`config.mk`:
```
export PLATFORM = sky130hd
export DESIGN_NAME = move_scheduler
export DESIGN_NICKNAME = d
export VERILOG_FILES = /design/src/rtl/game_pkg.sv /design/src/rtl/move_fifo.sv /design/src/rtl/move_scheduler.sv
export SDC_FILE = /design/constraint.sdc
export NUM_CORES = 1
export LEC_CHECK = 0
export CORE_AREA = 2 2 60 62
export CTS_BUF_LIST = sky130_fd_sc_hd__clkbuf_8
export DETAILED_ROUTE_END_ITERATION = 12
export DIE_AREA = 0 0 62 64
export GPL_TIMING_DRIVEN = 0
export PLACE_DENSITY = 0.61
export SETUP_SLACK_MARGIN = 0.1
export SYNTH_ARGS = -nofsm -noshare
export SYNTH_HDL_FRONTEND = slang
export SYNTH_SLANG_ARGS = --single-unit
```
`constraint.sdc`:
```
create_clock -name clk_d -period 3 [get_ports clk_d]
set_input_delay 0.6 -clock clk_d [delete_from_list [all_inputs] [get_ports clk_d]]
set_output_delay 0.6 -clock clk_d [all_outputs]
set_load 0.05 [all_outputs]
```
`src/rtl/game_pkg.sv`:
```
// Shared encodings for the game datapath: status, move directions, issue FSM states,
// plus the small helpers the move scheduler uses to qualify and arbitrate presses.
package game_pkg;

    typedef enum logic [1:0] {
        CHOSE_BOARD  = 2'b00,
        GAMING       = 2'b01,
        GAME_INITIAL = 2'b10,
        WINNED       = 2'b11
    } game_status_e;

    typedef enum logic [1:0] {
        DIR_UP    = 2'b00,
        DIR_DOWN  = 2'b01,
        DIR_LEFT  = 2'b10,
        DIR_RIGHT = 2'b11
    } dir_e;

    typedef enum logic [1:0] {
        ST_IDLE      = 2'b00,
        ST_ISSUE     = 2'b01,
        ST_WAIT_DONE = 2'b10
    } issue_state_e;

    function automatic logic is_playing(input logic [1:0] status);
        return (status == GAMING) || (status == GAME_INITIAL);
    endfunction

    // Button bit index equals its direction code, so the lowest set bit wins.
    function automatic logic [1:0] arb_dir(input logic [3:0] press);
        logic [1:0] dir;
        dir = DIR_RIGHT;
        if (press[0])      dir = DIR_UP;
        else if (press[1]) dir = DIR_DOWN;
        else if (press[2]) dir = DIR_LEFT;
        return dir;
    endfunction

endpackage

```
`src/rtl/move_fifo.sv`:
```
// Small circular queue of 2-bit moves with synchronous flush; a pop in the same
// cycle frees a slot, so a push into a full queue is accepted when paired with a pop.
module move_fifo #(
    parameter  int QDEPTH = 4,
    localparam int AW     = $clog2(QDEPTH),
    localparam int LW     = AW + 1
) (
    input  logic          clk_d,
    input  logic          rst_n,
    input  logic          push,
    input  logic [1:0]    push_data,
    input  logic          pop,
    input  logic          flush,
    output logic [1:0]    head,
    output logic [LW-1:0] level,
    output logic          full,
    output logic          empty
);

    logic [1:0]    mem_q [QDEPTH];
    logic [1:0]    mem_d [QDEPTH];
    logic [AW-1:0] wr_q, wr_d;
    logic [AW-1:0] rd_q, rd_d;
    logic [LW-1:0] cnt_q, cnt_d;
    logic          push_ok;
    logic          pop_ok;

    assign full    = (cnt_q == LW'(QDEPTH));
    assign empty   = (cnt_q == '0);
    assign level   = cnt_q;
    assign head    = mem_q[rd_q];
    assign pop_ok  = pop && !empty;
    assign push_ok = push && (!full || pop_ok);

    always_comb begin
        wr_d  = wr_q;
        rd_d  = rd_q;
        cnt_d = cnt_q;
        mem_d = mem_q;
        if (flush) begin
            wr_d  = '0;
            rd_d  = '0;
            cnt_d = '0;
        end else begin
            if (push_ok) begin
                mem_d[wr_q] = push_data;
                wr_d        = wr_q + 1'b1;
            end
            if (pop_ok) begin
                rd_d = rd_q + 1'b1;
            end
            cnt_d = cnt_q + LW'(push_ok) - LW'(pop_ok);
        end
    end

    always_ff @(posedge clk_d or negedge rst_n) begin
        if (!rst_n) begin
            wr_q  <= '0;
            rd_q  <= '0;
            cnt_q <= '0;
        end else begin
            wr_q  <= wr_d;
            rd_q  <= rd_d;
            cnt_q <= cnt_d;
        end
    end

    // Storage carries no control meaning, so it is left out of reset.
    always_ff @(posedge clk_d) begin
        mem_q <= mem_d;
    end

endmodule

```
`src/rtl/move_scheduler.sv`:
```
// Turns button edges into queued moves and issues them one at a time to the board
// over valid/ready/done, pulsing active once per move that actually changed tiles.
module move_scheduler
    import game_pkg::*;
#(
    parameter  int QDEPTH = 4,
    localparam int LW     = $clog2(QDEPTH) + 1
) (
    input  logic          clk_d,
    input  logic          rst_n,
    input  logic [3:0]    btn_i,
    input  logic [1:0]    game_status,
    output logic          mv_valid,
    output logic [1:0]    mv_dir,
    input  logic          mv_ready,
    input  logic          mv_done,
    input  logic          mv_moved,
    output logic          active,
    output logic [LW-1:0] q_level,
    output logic          q_overflow
);

    issue_state_e state_q, state_d;
    logic [3:0]   btn_q, btn_d;
    logic         armed_q, armed_d;
    logic [1:0]   mv_dir_q, mv_dir_d;
    logic         active_q, active_d;
    logic         cancel_q, cancel_d;
    logic         ovf_q, ovf_d;

    logic         playing;
    logic [3:0]   press;
    logic         press_vld;
    logic [1:0]   press_dir;
    logic         pop;
    logic [1:0]   head;
    logic         full;
    logic         empty;

    // armed_q blocks the first post-reset cycle so a button held through reset is not a press.
    assign playing   = is_playing(game_status);
    assign press     = btn_i & ~btn_q & {4{playing && armed_q}};
    assign press_vld = |press;
    assign press_dir = arb_dir(press);

    move_fifo #(.QDEPTH(QDEPTH)) u_fifo (
        .clk_d     (clk_d),
        .rst_n     (rst_n),
        .push      (press_vld),
        .push_data (press_dir),
        .pop       (pop),
        .flush     (!playing),
        .head      (head),
        .level     (q_level),
        .full      (full),
        .empty     (empty)
    );

    always_comb begin
        state_d  = state_q;
        mv_dir_d = mv_dir_q;
        cancel_d = cancel_q;
        active_d = 1'b0;
        pop      = 1'b0;
        btn_d    = btn_i;
        armed_d  = 1'b1;
        case (state_q)
            ST_IDLE: begin
                cancel_d = 1'b0;
                if (!empty && playing) begin
                    pop      = 1'b1;
                    mv_dir_d = head;
                    state_d  = ST_ISSUE;
                end
            end
            ST_ISSUE: begin
                // A transfer already taken by the board outranks a flush: its done must still be awaited.
                if (mv_ready) begin
                    state_d  = ST_WAIT_DONE;
                    cancel_d = !playing;
                end else if (!playing) begin
                    state_d = ST_IDLE;
                end
            end
            ST_WAIT_DONE: begin
                if (!playing) begin
                    cancel_d = 1'b1;
                end
                if (mv_done) begin
                    active_d = mv_moved && playing && !cancel_q;
                    state_d  = ST_IDLE;
                end
            end
            default: begin
                state_d = ST_IDLE;
            end
        endcase

        ovf_d = ovf_q;
        if (!playing) begin
            ovf_d = 1'b0;
        end else if (press_vld && full && !pop) begin
            ovf_d = 1'b1;
        end
    end

    always_ff @(posedge clk_d or negedge rst_n) begin
        if (!rst_n) begin
            state_q  <= ST_IDLE;
            btn_q    <= 4'b0000;
            armed_q  <= 1'b0;
            mv_dir_q <= DIR_UP;
            active_q <= 1'b0;
            cancel_q <= 1'b0;
            ovf_q    <= 1'b0;
        end else begin
            state_q  <= state_d;
            btn_q    <= btn_d;
            armed_q  <= armed_d;
            mv_dir_q <= mv_dir_d;
            active_q <= active_d;
            cancel_q <= cancel_d;
            ovf_q    <= ovf_d;
        end
    end

    assign mv_valid   = (state_q == ST_ISSUE);
    assign mv_dir     = mv_dir_q;
    assign active     = active_q;
    assign q_overflow = ovf_q;

endmodule

```
==> metrics.cfg, run 1 <==
[critical_path]
arrival_ns=2.87
worst-setup-path-type=input pin to flip-flop
crit_path_max_fanout=8
startpoint_type=input pin
worstPathRequired_ns=3.13
worst_setup_path_end_kind=flip-flop

[clocking]
post_cts_resized=0
clockRootBuffer=clkbuf_8
cts_tree=done
cts.sinks=27
cts_max_level=1
clk_path_buf_depth=2
clkTransAtPathRegs_ns=0.09
cts_made_buffers=3
worst_skew_pair.late_latency_ns=0.27
post_cts_buffers=0
cts_hold_buf=0

[power_and_ir_drop]
p_total_mw=1.20
peakVddDrop_v=0.000327
p_leak_nw=0.688
powerDensity_nw_per_um2=715

[layout]
drive_above_1_share_pct=12.1
final_util_pct=51.0
fill_cells=292
layout_common_cells=dfrtp_1 (19), clkdlybuf4s50_1 (18), inv_1 (11), ha_1 (11), edfxtp_1 (8)
seq_area_um2=716
final_common_cell=dfrtp_1
stdcell_count=178
multi_input_area_um2=628
syn_to_final_growth_pct=20.4
nets=156
diodes=0

[logic_synthesis]
synth_area_per_cell_um2=12.6
synth_area_um2=1390
synth_warnings=0
ys_seq_area_share_pct=51.5
ys_types=34
synth.ff_latch_count=27
synth_cells=110
syn_nets=133

[sta]
finalCritPeriodShare_pct=91.1
worstMarginPinSlew_ns=0.899
rsz0062_at_grt=false
skew_ns=0.00638
hold_ws_ns=0.509
report.final.slew_viol_count=0
finalHoldViolCount=0
report.final.setup_viol=0
fin_crit_ns=2.73
layout_setup_ws_ns=0.267
slew_headroom_pct=39.6
clock.fmax_ghz=0.366

[floorplanning]
die_area_um2=3970
die_h_um=64
row_count=21
dieWidth_um=62
start_util_pct=42.3
design.core.area_um2=3280
pin_count=19

[place]
place.gp.congestion=0.710
dp_hpwl_mm=1.68
dp_slack_ns=-0.0665
numPortBuffers=18
place_inst=174

[outcome]
status=complete, no violations

[drt]
drc=0
drt_iter0_markers=27
antenna_left=0
dr.pass1.iters=4
vias_per_cell=4.87
routedWlPerCell_um=12.2
vias=866
wl_mm=2.17

[global_route]
grt_max_degree=20
grt_remaining_overflow=0
grt_usage_pct=13.0
first_global_vias=862
antenna_found_initial=0
grt_first_pass_wirelength_mm=3.77

[run]
cap_violations=0

[worst_hold_path]
hold_class=flip-flop to flip-flop

cells in the mapped netlist:
| cell | n | share of area, % |
|---|---|---|
| mux2_2 | 2 | 1.6 |
| xnor2_1 | 4 | 2.5 |
| nand4_1 | 1 | 0.45 |
| or4_1 | 1 | 0.54 |
| nand2_1 | 5 | 1.4 |
| nand2b_1 | 4 | 1.8 |
| o311a_2 | 1 | 0.81 |
| and2_1 | 7 | 3.2 |
| a31o_2 | 1 | 0.63 |
| buf_2 | 1 | 0.36 |
| mux2_4 | 1 | 1.1 |
| a21boi_0 | 1 | 0.54 |
| nand4b_1 | 1 | 0.63 |
| a21oi_1 | 2 | 0.72 |
| conb_1 | 1 | 0.27 |
| nor4_4 | 1 | 1.5 |
| inv_1 | 11 | 3.0 |
| and4_1 | 1 | 0.63 |
| xor2_2 | 1 | 1.2 |
| mux2i_1 | 1 | 0.72 |
| nor2b_1 | 2 | 0.90 |
| a2111oi_4 | 1 | 2.0 |
| a221oi_2 | 1 | 1.1 |
| o31ai_1 | 1 | 0.54 |
| edfxtp_1 | 8 | 17 |
| nand3_1 | 4 | 1.4 |
| a31oi_1 | 1 | 0.45 |
| fa_1 | 1 | 1.4 |
| ha_1 | 11 | 9.9 |
| mux4_2 | 2 | 3.2 |
| nor4b_1 | 2 | 1.3 |
| o21ai_0 | 4 | 1.4 |
| dfrtp_1 | 19 | 34 |
| nor2_1 | 5 | 1.4 |
layer usage:
metal	track usage, %	part of all wire (%)	up-vias
li1	-	-	426
met1	17.5	47	413
met2	19.1	46	22
met3	2.43	4.2	5
met4	7.18	2.4	0
met5	0	0	-
registers in the layout, indices dropped and copies added (netlist names):
signal        flops
cancel_q          1
u_fifo.rd_q       2
mv_dir            2
active            1
q_overflow        1
armed_q           1
btn_q             4
state_q           2
u_fifo.mem_q      8
u_fifo.wr_q       2
u_fifo.level      3
per-stage QoR:
step                setup TNS [ns]  instance area (um2)
finish                           0                 1670
global route                     0                 1670
CTS                              0                 1670
detailed placement         -0.0829                 1630
global placement           -0.0628                 1630
floorplan                        0                 1390
worst paths after layout:
kind                                        start                          to  slack (ns)  cells after the start
setup / recovery                   game_status[1]   u_fifo.level[2]$_DFF_PN0_        0.27                      7
hold / removal              mv_dir[1]$_DFFE_PN0N_       mv_dir[1]$_DFFE_PN0N_        0.51                      1
setup reg to reg           state_q[0]$_DFFE_PN0P_   u_fifo.level[2]$_DFF_PN0_        0.61                      8
hold reg to reg             mv_dir[1]$_DFFE_PN0N_       mv_dir[1]$_DFFE_PN0N_        0.51                      1
max in group asynchronous                   rst_n  u_fifo.wr_q[1]$_DFFE_PN0P_        1.66                      1
min in group asynchronous                   rst_n   u_fifo.level[2]$_DFF_PN0_        0.81                      1
cell families after synthesis:
| kind of cell | after synthesis | share of synthesized area, % |
|---|---|---|
| flip-flops | 27 | 51.5 |
| other | 1 | 0.270 |
| XOR/XNOR | 5 | 3.69 |
| buffers and inverters | 12 | 3.33 |
| adder cells (fa/ha/maj) | 12 | 11.3 |
| AO/OA/AOI/OAI | 13 | 8.19 |
| multiplexers | 6 | 6.66 |
| AND/OR/NAND/NOR | 34 | 15.0 |
power by group:
| part | internal (mW) | switching (mW) | leakage, nW |
|---|---|---|---|
| Combinational | 0.217 | 0.285 | 0.352 |
| Sequential | 0.439 | 0.0533 | 0.311 |
| Clock | 0.0931 | 0.110 | 0.0255 |
| Total | 0.749 | 0.448 | 0.688 |
cell type report:
type	count	share of cell area, %
sequential	27	42.8
multi-input combinational	71	37.5
timing repair buffer	18	10.8
tap	46	3.44
clock buffer	3	2.47
inverter	11	2.47
clock inverter	1	0.299
buffer	1	0.299
critical path, cell delays in order:
cell and delay, ns:
clkdlybuf4s50_1 0.47, xnor2_1 0.76, nor4_4 0.15, ha_1 0.27, fa_1 0.39, xnor2_1 0.17, nor2_1 0.05
No activity file was read; power rests on OpenSTA's default activity.
==> run 2, diff against run 1 <==
- RECOVER_POWER: unset -> 25
==> run 2 against run 1 <==
  * First-iteration DRC count did not move
  * Register-to-register slack is essentially flat
  * Clock power about the same
  * Critical path depth stayed put
  * Sequential cell count unchanged
  * Largest power group unchanged
==> metrics.cfg, run 2 (synthesis results as in run 1) <==
[outcome]
status=complete, no violations  ; unchanged

[critical_path]
worstPathCellList=clkdlybuf4s50_1 -> xnor2_1 -> nor4_4 -> ha_1 -> fa_1 -> xnor2_1 -> nor2_1  ; unchanged
crit_family=XOR/XNOR gates  ; unchanged
crit_path_max_fanout=8  ; unchanged
crit_top_cell=xnor2_1  ; unchanged
max_stage_delay_ns=0.76  ; about the same
startpoint_type=input pin  ; unchanged
arrival_ns=2.87  ; about the same
worst-setup-path-type=input pin to flip-flop  ; unchanged
cp_num_buf_inv=1  ; unchanged
worstPathRequired_ns=3.13  ; about the same
worst_setup_path_end_kind=flip-flop  ; unchanged
critPathSlowestCell=xnor2_1  ; unchanged

[global_route]
first_global_vias=862  ; unchanged
antenna_found_initial=0  ; unchanged
grt_max_degree=20  ; unchanged
grt_usage_pct=13.0  ; unchanged
grt_remaining_overflow=0  ; unchanged
grt_first_pass_wirelength_mm=3.77  ; unchanged

[power_and_ir_drop]
powerDensity_nw_per_um2=714  ; was 715 nW/um2
p_leak_nw=0.690  ; was 0.688 nW
peakVddDrop_v=0.000327  ; about the same
p_total_mw=1.20  ; about the same

[drt]
drc=0  ; unchanged
vias=866  ; unchanged
routedWlPerCell_um=12.2  ; about the same
dr.pass1.iters=4  ; unchanged
drt_iter0_markers=27  ; unchanged
antenna_left=0  ; unchanged
vias_per_cell=4.87  ; unchanged
wl_mm=2.17  ; about the same

[layout]
fill_cells=292  ; unchanged
final_util_pct=51.0  ; unchanged
layout_common_cells=dfrtp_1 (19), clkdlybuf4s50_1 (13), inv_1 (11), ha_1 (11), edfxtp_1 (8)  ; was dfrtp_1 (19), clkdlybuf4s50_1 (18), inv_1 (11), ha_1 (11), edfxtp_1 (8)
multi_input_area_um2=628  ; unchanged
regMostFlops=u_fifo.mem_q  ; unchanged
seq_area_um2=716  ; unchanged
drive_above_1_share_pct=12.1  ; unchanged
nets=156  ; unchanged
largest_reg_flops=8  ; unchanged
final_common_cell=dfrtp_1  ; unchanged
syn_to_final_growth_pct=20.4  ; unchanged
diodes=0  ; unchanged

[place]
numPortBuffers=18  ; unchanged
dp_hpwl_mm=1.68  ; unchanged
place.gp.congestion=0.710  ; unchanged

[floorplanning]
die_h_um=64  ; unchanged
pin_count=19  ; unchanged
start_util_pct=42.3  ; unchanged
die_area_um2=3970  ; unchanged
dieWidth_um=62  ; unchanged
design.core.area_um2=3280  ; unchanged
row_count=21  ; unchanged

[clocking]
cts_made_buffers=3  ; unchanged
cts_tree=done  ; unchanged
worst_skew_pair.late_latency_ns=0.27  ; about the same
cts.sinks=27  ; unchanged
clockRootBuffer=clkbuf_8  ; unchanged
cts_hold_buf=0  ; unchanged
post_cts_buffers=0  ; unchanged
cts_max_level=1  ; unchanged
post_cts_resized=0  ; unchanged
clk_path_buf_depth=2  ; unchanged
clkTransAtPathRegs_ns=0.09  ; about the same

[run]
cap_violations=0  ; unchanged

[sta]
rsz0062_at_grt=false  ; unchanged
report.final.setup_viol=0  ; unchanged
slew_headroom_pct=39.6  ; unchanged
skew_ns=0.00638  ; unchanged
worstMarginPinSlew_ns=0.899  ; unchanged
clock.fmax_ghz=0.366  ; about the same
report.final.slew_viol_count=0  ; unchanged
finalHoldViolCount=0  ; unchanged
hold_ws_ns=0.509  ; unchanged
fin_crit_ns=2.73  ; about the same
finalCritPeriodShare_pct=91.1  ; about the same

[worst_hold_path]
hold_class=flip-flop to flip-flop  ; unchanged

==> run 2: cell count changes in the layout (fill, tap and decap cells not counted) <==
cell / delta
clkdlybuf4s50_1: -5
dlygate4sd3_1: +5
==> run 2: cell type report <==
class                           count  share of cell area [%]
Tap cell                           46                    3.44
Timing Repair Buffer               18                    10.8
Clock inverter                      1                   0.299
Clock buffer                        3                    2.47
Inverter                           11                    2.47
Multi-Input combinational cell     71                    37.5
Buffer                              1                   0.299
Sequential cell                    27                    42.8
==> run 2: path summary, 6_finish.rpt <==
kind / startpoint / to / slack, ns / depth (start not counted)
max: game_status[1] / u_fifo.level[2]$_DFF_PN0_ / 0.27 / 7
min: mv_dir[1]$_DFFE_PN0N_ / mv_dir[1]$_DFFE_PN0N_ / 0.51 / 1
max reg2reg: state_q[0]$_DFFE_PN0P_ / u_fifo.level[2]$_DFF_PN0_ / 0.61 / 8
min reg2reg: mv_dir[1]$_DFFE_PN0N_ / mv_dir[1]$_DFFE_PN0N_ / 0.51 / 1
max in group asynchronous: rst_n / u_fifo.wr_q[1]$_DFFE_PN0P_ / 1.58 / 1
min in group asynchronous: rst_n / u_fifo.level[2]$_DFF_PN0_ / 0.88 / 1
==> run 2: worst register-to-register path, delay by kind of cell, from the launching register on <==
| kind | cells | cell delay (ns) |
|---|---|---|
| buf+inv | 1 | 0.10 |
| simple gates | 2 | 0.17 |
| fa+ha+maj | 3 | 0.95 |
| xor+xnor | 1 | 0.17 |
| compound gates | 1 | 0.47 |
| flops | 1 | 0.39 |
==> run 2: stage by stage <==
stage | setup TNS (ns) | std cells | area (um2) | setup slack [ns]
6_report | 0 | 178 | 1670 | 0.268
3_5_place_dp | -0.0829 | 174 | 1630 | -0.0665
5_1_grt | 0 | 178 | 1670 | 0.117
2_1_floorplan | 0 | 110 | 1390 | 0.682
4_1_cts | 0 | 178 | 1670 | 0.226
3_3_place_gp | -0.0628 | 174 | 1630 | -0.0628
==> run 2: report_power, final <==
part | internal, mW | total, mW | switching (mW)
Clock | 0.0931 | 0.203 | 0.110
Combinational | 0.215 | 0.500 | 0.285
Sequential | 0.439 | 0.492 | 0.0533
Total | 0.748 | 1.20 | 0.448
==> run 2: routing by layer <==
layer	routed length, um	track usage (%)	up-vias
met5	0	0	-
met4	51	7.18	0
met3	91	2.43	5
met2	993	19.1	22
met1	1030	17.5	413
li1	-	-	426
